[config.mk]
export PLATFORM = sky130hd
export DESIGN_NAME = sh7604_dbus_arb_flat
export DESIGN_NICKNAME = d
export VERILOG_FILES = /design/src/rtl/sh7604_dbus_arb_pkg.sv /design/src/rtl/sh7604_dbus_arb_if.sv /design/src/rtl/sh7604_dbus_arb.sv /design/src/flat_wrapper.sv
export SDC_FILE = /design/constraint.sdc
export NUM_CORES = 1
export LEC_CHECK = 0
export BUFFER_PORTS_ARGS = -buffer_cell sky130_fd_sc_hd__clkbuf_2
export CORE_AREA = 2 2 128 130
export CTS_BUF_LIST = sky130_fd_sc_hd__clkbuf_4
export DETAILED_ROUTE_END_ITERATION = 8
export DIE_AREA = 0 0 130 132
export GPL_ROUTABILITY_DRIVEN = 1
export PLACE_DENSITY_LB_ADDON = 0.15
export SYNTH_ARGS = -nofsm -noshare
export SYNTH_HDL_FRONTEND = slang
export SYNTH_SLANG_ARGS = --single-unit
export TNS_END_PERCENT = 100
[constraint.sdc]
create_clock -name clk_i -period 5.3 [get_ports clk_i]
set_input_delay 1.06 -clock clk_i [delete_from_list [all_inputs] [get_ports clk_i]]
set_output_delay 1.06 -clock clk_i [all_outputs]
set_load 0.01 [all_outputs]
[src/rtl/sh7604_dbus_arb_pkg.sv]
// rtl/sh7604_dbus_arb_pkg.sv - grant encoding and line-fill length shared by the DBUS arbiter
package sh7604_dbus_arb_pkg;

  typedef enum logic [1:0] {
    G_NONE = 2'd0,
    G_CPU  = 2'd1,
    G_DMA  = 2'd2
  } dbus_gnt_t;

  localparam int DBUS_BURST_BEATS = 4;

endpackage

[src/rtl/sh7604_dbus_arb_if.sv]
// rtl/sh7604_dbus_arb_if.sv - one DBUS-style request port; master issues beats, slave returns data/stall
interface sh7604_dbus_arb_if;
  logic [31:0] a;
  logic [31:0] wdata;
  logic [3:0]  ba;
  logic        we;
  logic        req;
  logic        burst;
  logic        lock;
  logic [31:0] rdata;
  logic        busy;

  modport master (output a, wdata, ba, we, req, burst, lock, input rdata, busy);
  modport slave  (input a, wdata, ba, we, req, burst, lock, output rdata, busy);
endinterface

[src/rtl/sh7604_dbus_arb.sv]
// rtl/sh7604_dbus_arb.sv - CPU/DMAC arbiter in front of the SH7604 BSC DBUS port
// SH7604_DBUS_ARB_FAIR_EN: round-robin on contention instead of DMAC priority with starvation guard
module sh7604_dbus_arb
  import sh7604_dbus_arb_pkg::*;
#(
  parameter int BURST_BEATS  = DBUS_BURST_BEATS,
  parameter int DMA_HOLD_MAX = 8
) (
  input  logic                    clk_i,
  input  logic                    rst_i,
  input  logic                    ce_r_i,
  input  logic                    ce_f_i,
  sh7604_dbus_arb_if.slave        cpu,
  sh7604_dbus_arb_if.slave        dma,
  sh7604_dbus_arb_if.master       dbus,
  output dbus_gnt_t               gnt_o,
  output logic [3:0]              beat_cnt_o,
  output logic [3:0]              hold_cnt_o
);

  dbus_gnt_t   gnt_q, gnt_d;
  logic [3:0]  beat_cnt_q, beat_cnt_d;
  logic [3:0]  hold_cnt_q, hold_cnt_d;
  logic        last_cpu_q, last_cpu_d;
  logic        owner_req, accept, hold, rearb;

  logic unused_ok;
  assign unused_ok = ^{ce_f_i, dma.burst, dma.lock};

  always_ff @(posedge clk_i or posedge rst_i) begin
    if (rst_i) begin
      gnt_q      <= G_NONE;
      beat_cnt_q <= '0;
      hold_cnt_q <= '0;
      last_cpu_q <= 1'b0;
    end else if (ce_r_i) begin
      gnt_q      <= gnt_d;
      beat_cnt_q <= beat_cnt_d;
      hold_cnt_q <= hold_cnt_d;
      last_cpu_q <= last_cpu_d;
    end
  end

  always_comb begin
    owner_req  = 1'b0;
    beat_cnt_d = beat_cnt_q;
    hold_cnt_d = hold_cnt_q;
    gnt_d      = gnt_q;
    last_cpu_d = last_cpu_q;

    unique case (gnt_q)
      G_CPU:   owner_req = cpu.req;
      G_DMA:   owner_req = dma.req;
      default: owner_req = 1'b0;
    endcase
    accept = owner_req & ~dbus.busy;

    if (gnt_q == G_CPU) begin
      if (!cpu.req) begin
        beat_cnt_d = '0;
      end else if (accept && cpu.burst) begin
        beat_cnt_d = (beat_cnt_q == 4'(BURST_BEATS - 1)) ? 4'd0 : beat_cnt_q + 4'd1;
      end
    end

    if (gnt_q == G_DMA && accept && cpu.req && hold_cnt_q != 4'hF) begin
      hold_cnt_d = hold_cnt_q + 4'd1;
    end

    // Hold looks at the post-beat count so the last fill beat releases on its own edge.
    hold  = (gnt_q == G_CPU) && (cpu.lock || (beat_cnt_d != 4'd0 && cpu.req));
    rearb = (gnt_q == G_NONE) || ((accept || !owner_req) && !hold);

    if (rearb) begin
      if (cpu.req && dma.req) begin
`ifdef SH7604_DBUS_ARB_FAIR_EN
        gnt_d = last_cpu_q ? G_DMA : G_CPU;
`else
        gnt_d = (hold_cnt_d == 4'(DMA_HOLD_MAX)) ? G_CPU : G_DMA;
`endif
      end else if (cpu.req) begin
        gnt_d = G_CPU;
      end else if (dma.req) begin
        gnt_d = G_DMA;
      end else begin
        gnt_d = G_NONE;
      end
      if (gnt_d == G_CPU) begin
        last_cpu_d = 1'b1;
        hold_cnt_d = '0;
      end else if (gnt_d == G_DMA) begin
        last_cpu_d = 1'b0;
      end
    end
  end

  // Bus mux keyed on the registered grant; idle drives all-zero.
  always_comb begin
    dbus.a     = '0;
    dbus.wdata = '0;
    dbus.ba    = '0;
    dbus.we    = 1'b0;
    dbus.req   = 1'b0;
    dbus.burst = 1'b0;
    dbus.lock  = 1'b0;
    unique case (gnt_q)
      G_CPU: begin
        dbus.a     = cpu.a;
        dbus.wdata = cpu.wdata;
        dbus.ba    = cpu.ba;
        dbus.we    = cpu.we;
        dbus.req   = cpu.req;
        dbus.burst = cpu.burst;
        dbus.lock  = cpu.lock;
      end
      G_DMA: begin
        dbus.a     = dma.a;
        dbus.wdata = dma.wdata;
        dbus.ba    = dma.ba;
        dbus.we    = dma.we;
        dbus.req   = dma.req;
      end
      default: ;
    endcase
  end

  assign cpu.rdata  = dbus.rdata;
  assign dma.rdata  = dbus.rdata;
  assign cpu.busy   = (gnt_q == G_CPU) ? dbus.busy : cpu.req;
  assign dma.busy   = (gnt_q == G_DMA) ? dbus.busy : dma.req;
  assign gnt_o      = gnt_q;
  assign beat_cnt_o = beat_cnt_q;
  assign hold_cnt_o = hold_cnt_q;

endmodule

[src/flat_wrapper.sv]
// flat-port wrapper written by rule: the top's interface ports become plain ports
module sh7604_dbus_arb_flat import sh7604_dbus_arb_pkg::*;
#(
  parameter int BURST_BEATS  = DBUS_BURST_BEATS,
  parameter int DMA_HOLD_MAX = 8
)
  (clk_i, rst_i, ce_r_i, ce_f_i, gnt_o, beat_cnt_o, hold_cnt_o, cpu_a, cpu_wdata, cpu_ba, cpu_we, cpu_req, cpu_burst, cpu_lock, cpu_rdata, cpu_busy, dma_a, dma_wdata, dma_ba, dma_we, dma_req, dma_burst, dma_lock, dma_rdata, dma_busy, dbus_a, dbus_wdata, dbus_ba, dbus_we, dbus_req, dbus_burst, dbus_lock, dbus_rdata, dbus_busy);
  sh7604_dbus_arb_if cpu_i ();
  sh7604_dbus_arb_if dma_i ();
  sh7604_dbus_arb_if dbus_i ();
  input  logic clk_i;
  input  logic rst_i;
  input  logic ce_r_i;
  input  logic ce_f_i;
  output dbus_gnt_t gnt_o;
  output logic [3:0] beat_cnt_o;
  output logic [3:0] hold_cnt_o;
  input wire logic [$bits(cpu_i.a)-1:0] cpu_a;
  input wire logic [$bits(cpu_i.wdata)-1:0] cpu_wdata;
  input wire logic [$bits(cpu_i.ba)-1:0] cpu_ba;
  input wire logic [$bits(cpu_i.we)-1:0] cpu_we;
  input wire logic [$bits(cpu_i.req)-1:0] cpu_req;
  input wire logic [$bits(cpu_i.burst)-1:0] cpu_burst;
  input wire logic [$bits(cpu_i.lock)-1:0] cpu_lock;
  output wire logic [$bits(cpu_i.rdata)-1:0] cpu_rdata;
  output wire logic [$bits(cpu_i.busy)-1:0] cpu_busy;
  input wire logic [$bits(dma_i.a)-1:0] dma_a;
  input wire logic [$bits(dma_i.wdata)-1:0] dma_wdata;
  input wire logic [$bits(dma_i.ba)-1:0] dma_ba;
  input wire logic [$bits(dma_i.we)-1:0] dma_we;
  input wire logic [$bits(dma_i.req)-1:0] dma_req;
  input wire logic [$bits(dma_i.burst)-1:0] dma_burst;
  input wire logic [$bits(dma_i.lock)-1:0] dma_lock;
  output wire logic [$bits(dma_i.rdata)-1:0] dma_rdata;
  output wire logic [$bits(dma_i.busy)-1:0] dma_busy;
  output wire logic [$bits(dbus_i.a)-1:0] dbus_a;
  output wire logic [$bits(dbus_i.wdata)-1:0] dbus_wdata;
  output wire logic [$bits(dbus_i.ba)-1:0] dbus_ba;
  output wire logic [$bits(dbus_i.we)-1:0] dbus_we;
  output wire logic [$bits(dbus_i.req)-1:0] dbus_req;
  output wire logic [$bits(dbus_i.burst)-1:0] dbus_burst;
  output wire logic [$bits(dbus_i.lock)-1:0] dbus_lock;
  input wire logic [$bits(dbus_i.rdata)-1:0] dbus_rdata;
  input wire logic [$bits(dbus_i.busy)-1:0] dbus_busy;
  assign cpu_i.a = cpu_a;
  assign cpu_i.wdata = cpu_wdata;
  assign cpu_i.ba = cpu_ba;
  assign cpu_i.we = cpu_we;
  assign cpu_i.req = cpu_req;
  assign cpu_i.burst = cpu_burst;
  assign cpu_i.lock = cpu_lock;
  assign cpu_rdata = cpu_i.rdata;
  assign cpu_busy = cpu_i.busy;
  assign dma_i.a = dma_a;
  assign dma_i.wdata = dma_wdata;
  assign dma_i.ba = dma_ba;
  assign dma_i.we = dma_we;
  assign dma_i.req = dma_req;
  assign dma_i.burst = dma_burst;
  assign dma_i.lock = dma_lock;
  assign dma_rdata = dma_i.rdata;
  assign dma_busy = dma_i.busy;
  assign dbus_a = dbus_i.a;
  assign dbus_wdata = dbus_i.wdata;
  assign dbus_ba = dbus_i.ba;
  assign dbus_we = dbus_i.we;
  assign dbus_req = dbus_i.req;
  assign dbus_burst = dbus_i.burst;
  assign dbus_lock = dbus_i.lock;
  assign dbus_i.rdata = dbus_rdata;
  assign dbus_i.busy = dbus_busy;
  sh7604_dbus_arb #(.BURST_BEATS(BURST_BEATS), .DMA_HOLD_MAX(DMA_HOLD_MAX)) u_core (.clk_i(clk_i), .rst_i(rst_i), .ce_r_i(ce_r_i), .ce_f_i(ce_f_i), .cpu(cpu_i), .dma(dma_i), .dbus(dbus_i), .gnt_o(gnt_o), .beat_cnt_o(beat_cnt_o), .hold_cnt_o(hold_cnt_o));
endmodule
* Yosys cells after proc, flatten, opt, wreduce, memory -nomap -nowiden
Cells that the tools add are included.
** Storage, ports and cells
- Register bits after elaboration :: 10
- Input bits :: 181
- Output and inout port bits :: 148
- Word-level logic and storage cells :: 50
** Cells by class
- Add/subtract/negate cells :: 2
- Eq/ne operators :: 6
- Multiplexer cells :: 21
- Bitwise logic cells :: 2
- Reductions and logical operators :: 16
** Operators with widths (count)
- 32-bit one-hot mux with 2 select lines :: 2
- 4-bit two-way mux :: 7
- 2-bit two-way mux :: 5
- 4-bit by 1-bit adder with 4-bit output, second input constant :: 2
- 1-bit logical AND :: 8
- 4-bit one-hot mux with 2 select lines :: 1
- 2-bit by 1-bit equality test with 1-bit output, second input constant :: 2
- 4-bit by 2-bit equality test with 1-bit output, second input constant :: 1
- 4-bit equality test, second input constant :: 1
- 1-bit two-way mux :: 4
- 4-bit inequality test, second input constant :: 1
- 1-bit one-hot mux with 2 select lines :: 2
- 4-bit nonzero test :: 1
- 1-bit logical OR :: 3
- 2-bit equality test, second input constant :: 1
- 1-bit zero test :: 2
- 2-bit zero test :: 1
- 2-bit AND reduction :: 1
- 1-bit AND :: 1
- 1-bit inverter :: 1

* Longest topological paths before layout
- Depth in word-level cells :: 18
- Mapped depth :: 9
- Depth with buffers taken out :: 8

* Worst setup path after synthesis
OpenSTA, ideal clock, no wires.
- Kind :: reg-to-output
- From :: register u_core.gnt_q[1], in the netlist u_core.gnt_o[1]
- To :: output port dbus_a[22]
- Arrival time :: 1.713 ns
- Required time :: 4.240 ns
- Slack :: 2.527 ns
- Cell stages (with the launch flop) :: 8
- Buffers on the path :: 3
- Cells stage by stage :: dfrtp_1 inv_1 ha_1 buf_2 clkbuf_1 clkbuf_1 a22oi_1 nor2b_1
** Between the ends
- Cells in the longest elaborated chain, start to end :: 2
- Elaborated cells on any way between the ends :: 3
- Those cells by class :: eq/ne (2); mux (1)
** Ends and longest elaborated chain
- start, declared :: RTL line sh7604_dbus_arb.sv:21 : dbus_gnt_t gnt_q, gnt_d;
- start signal, assigned :: RTL line sh7604_dbus_arb.sv:37 : gnt_q <= gnt_d;
- 2-bit equality test / 2-bit by 1-bit equality test with 1-bit output (equally long branches) :: RTL line sh7604_dbus_arb.sv:106 : unique case (gnt_q)
- 32-bit one-hot mux with 2 select lines * :: RTL line sh7604_dbus_arb.sv:106
- end, declared :: RTL line flat_wrapper.sv:36 : output wire logic [$bits(dbus_i.a)-1:0] dbus_a;
Mark *: on every way between the ends. The rest lies on a longest branch, timed or not.

* Worst setup path after layout
- From :: register u_core.gnt_q[1], in the netlist u_core.gnt_o[1]
- To :: output port dbus_a[18]
The elaborated chain is that of the path after synthesis.

==> out/qor.csv <==
stage,metric,value,unit
timing,tns,0,ns
detailed_routing,vias_per_cell,4.196,
yosys,synth_area,0.002390,mm2
timing,min_period,3.433,ns
worst_hold_path,min-delay-start,u_core.gnt_o[0],
finish,drive_gt1_frac,0.5254,
placement,post_dp_cell_area,0.003259,mm2
die,ios,329,
worst_setup_path,crit_path_max_fanout,34,
finish,stdcell_count,689,
finish,n_fill_cell,1780,
pwr,p_seq_frac,0.169,
pwr,power.leakage,1.674,nW
die,die_w,130,um
timing,fin_hold_ws,0.5728,ns
yosys,ys_warn_count,0,
worst_setup_path,crit_start,u_core.gnt_o[1],
timing,fmax,291.3,MHz
global_route,grt_pass1_wl,14460,um
clocking,post_cts_buffers,0,
placement,hpwl,8258,um
clocking,numCtsBuffers,3,
yosys,synth-async-reset-ratio,1.000,
worst_setup_path,cp_data_required_time,4.24,ns
pwr,p_sw,0.0002915,W
die,die_area,0.01716,mm2
worst_hold_path,hp-class,register to register,
run,drv_cap,0,
yosys,synth_top_cell_by_area,a22oi_1,
timing,slew_viol_final,0,
worst_setup_path,timing.rr.end,u_core.gnt_o[0],
worst_setup_path,crit_family,buffers and inverters,
detailed_routing,via_count,2891,
placement,gp_congestion,0.7379,
worst_setup_path,rrSetupSlack,2.13,ns
worst_setup_path,cp_cell_sequence,inv_1 > ha_2 > buf_4 > a22oi_1 > nor2b_1 > clkbuf_2,
clocking,cts-htree-levels,1,
global_route,antenna_found_initial,1,
worst_setup_path,critPathLaunchType,register,
timing,fin_crit_sh,0.6478,
clocking,clockBufferDepth,2,
pwr,internal-power,0.0003228,W
pwr,clockPowerShare,0.086,
detailed_routing,postRouteAntennaNets,0,
clocking,clock-sinks,10,
detailed_routing,drt_iter0_drc,97,
clocking,clk_latency,0.27,ns
worst_setup_path,rr_startpoint,u_core.gnt_o[1],
yosys,synth_seq_area_share,0.1047,
timing,hold_violations,0,
yosys,synth_nets,512,
worst_hold_path,whs_endpoint,u_core.gnt_o[0],
yosys,yosysTopAreaCellShare,0.2199,
finish,area.growth.synth_to_final,37.43,%
finish,layout_commonest_cell,clkbuf_2,
finish,fin_area,0.003284,mm2
yosys,syn_area_per_cell,7.331,um2
worst_setup_path,crit_buf_inv,3,
pwr,vdd_drop_max,93.86,uV
die,rows,46,
global_route,grt_overflow_total,0,
detailed_routing,wirelength,10090,um
detailed_routing,post_drt_wl_per_cell,14.64,um
timing,fin_skew,0.001360,ns
global_route,global_route.usage.total,0.1047,
outcome,status,completed,
worst_setup_path,cp_num_cells,6,
worst_setup_path,worst-r2r-cell-count,8,
clocking,cts_tree,built,
detailed_routing,drt_first_pass_iters,4,
yosys,syn-instance-count,326,
yosys,ys.flop_type,dfrtp_1,
yosys,ys_ff_latch,10,
worst_setup_path,crit_type,register to output port,
yosys,synth_edf_count,0,
global_route,grt_max_degree,76,
worst_setup_path,slowest_stage,ha_2,
clocking,cts_root_buf,clkbuf_4,
timing,grt_setup_unrepaired,false,
timing,slew_headroom,0.3010,
die,initial_core_util,0.1521,
pwr,p_sw_frac,0.4745,
placement,placedCellCount,685,
placement,port_buffers,229,
clocking,post_cts_resized,0,
finish,final_cell_mix,"229 x clkbuf_2, 70 x a22oi_1, 69 x nor2b_1",
worst_setup_path,endpoint_kind,output port,
pwr,p_per_area,187.1,mW/mm2
pwr,pwr-share-comb,0.745,
timing,worst_pin_slew,1.048,ns
finish,fin_nets,660,
global_route,grt_pass1_vias,2646,
worst_setup_path,crit_arrival,2.37,ns
timing,finalSetupViolations,0,
pwr,fin_total_pwr,0.0006144,W
die,coreArea,0.01571,mm2
yosys,synth.distinct_cells,43,
clocking,clk_pin_slew,0.06,ns
detailed_routing,drc,0,
yosys,synth.area.top_cells,"a22oi_1 22%, buf_4 20%, nor2b_1 18%, dfrtp_1 10%, clkbuf_1 3.8%",
worst_hold_path,hold_path_depth,1,
die,die_h,132,um
clocking,cts.hold.buffers_added,0,
worst_setup_path,max_stage_delay,0.66,ns
==> synthesized netlist by cell type, types with 2 or more instances <==
cell      count
a22oi_1      70
nor2b_1      69
buf_4        64
clkbuf_1     24
dfrtp_1      10
o21ai_0       8
inv_1         7
nor2_1        7
nand3_1       6
a21oi_1       5
ha_1          5
nand2_1       5
a22o_1        3
and2_1        3
mux2_2        3
nand2b_1      3
nor4_1        3
a31oi_1       2
and3_1        2
and3b_1       2
buf_2         2
nand4_1       2
==> flip-flops by register name, summed over array words and instances, names as in the netlist <==
name               cells
u_core.beat_cnt_o      4
u_core.gnt_o           2
u_core.hold_cnt_o      4
==> cells by family after synthesis <==
logic type,synth area share
AO/OA/AOI/OAI,0.3100
AND/OR/NAND/NOR,0.2822
flip-flops,0.1047
multiplexers,0.01832
adder cells (fa/ha/maj),0.02618
buffers and inverters,0.2586
==> area by class of cell <==
type,count,area (um2),share of cell area
Multi-Input combinational cell,218,1529,0.4655
Sequential cell,10,250.2,0.07619
Timing Repair Buffer,234,1184,0.3604
Clock buffer,3,22.52,0.006857
Antenna cell,1,2.502,0.0007619
Tap cell,216,270.3,0.08229
Inverter,7,26.28,0.008000
==> routing by layer <==
metal,vias up,part of all wire,wire length (um),track usage
li1,1400,-,-,-
met1,1306,0.40,4067,0.1255
met2,169,0.49,4949,0.1894
met3,16,0.097,975,0.02435
met4,0,0.0096,97,0.01971
met5,-,0,0,0
==> power by group through the flow <==
stage	logic, W	registers (W)	clock network [W]
floorplan	0.000320	0.000106	0
global placement	0.000464	0.000105	0
detailed placement	0.000463	0.000106	0
CTS	0.000465	0.000104	0.0000546
finish	0.000458	0.000104	0.0000528
global route	0.000505	0.000106	0.0000599
==> worst max-delay path by stage <==
| stage | to | slack, ns |
|---|---|---|
| after floorplan | dbus_a[22] | 2.53 |
| after global placement | u_core.gnt_o[0] | 2.07 |
| after detailed placement | u_core.gnt_o[0] | 2.09 |
| after CTS | dbus_a[18] | 1.82 |
| after global routing | dbus_a[18] | 1.67 |
| final | dbus_a[18] | 1.87 |
==> through the flow <==
step,worst slack (ns),util
2_1_floorplan,2.527,-
3_3_place_gp,2.068,0.2074
3_5_place_dp,2.086,0.2074
4_1_cts,1.816,0.2089
5_1_grt,1.667,0.2089
6_report,1.867,0.2090
No activity file was read; power rests on OpenSTA's default activity.
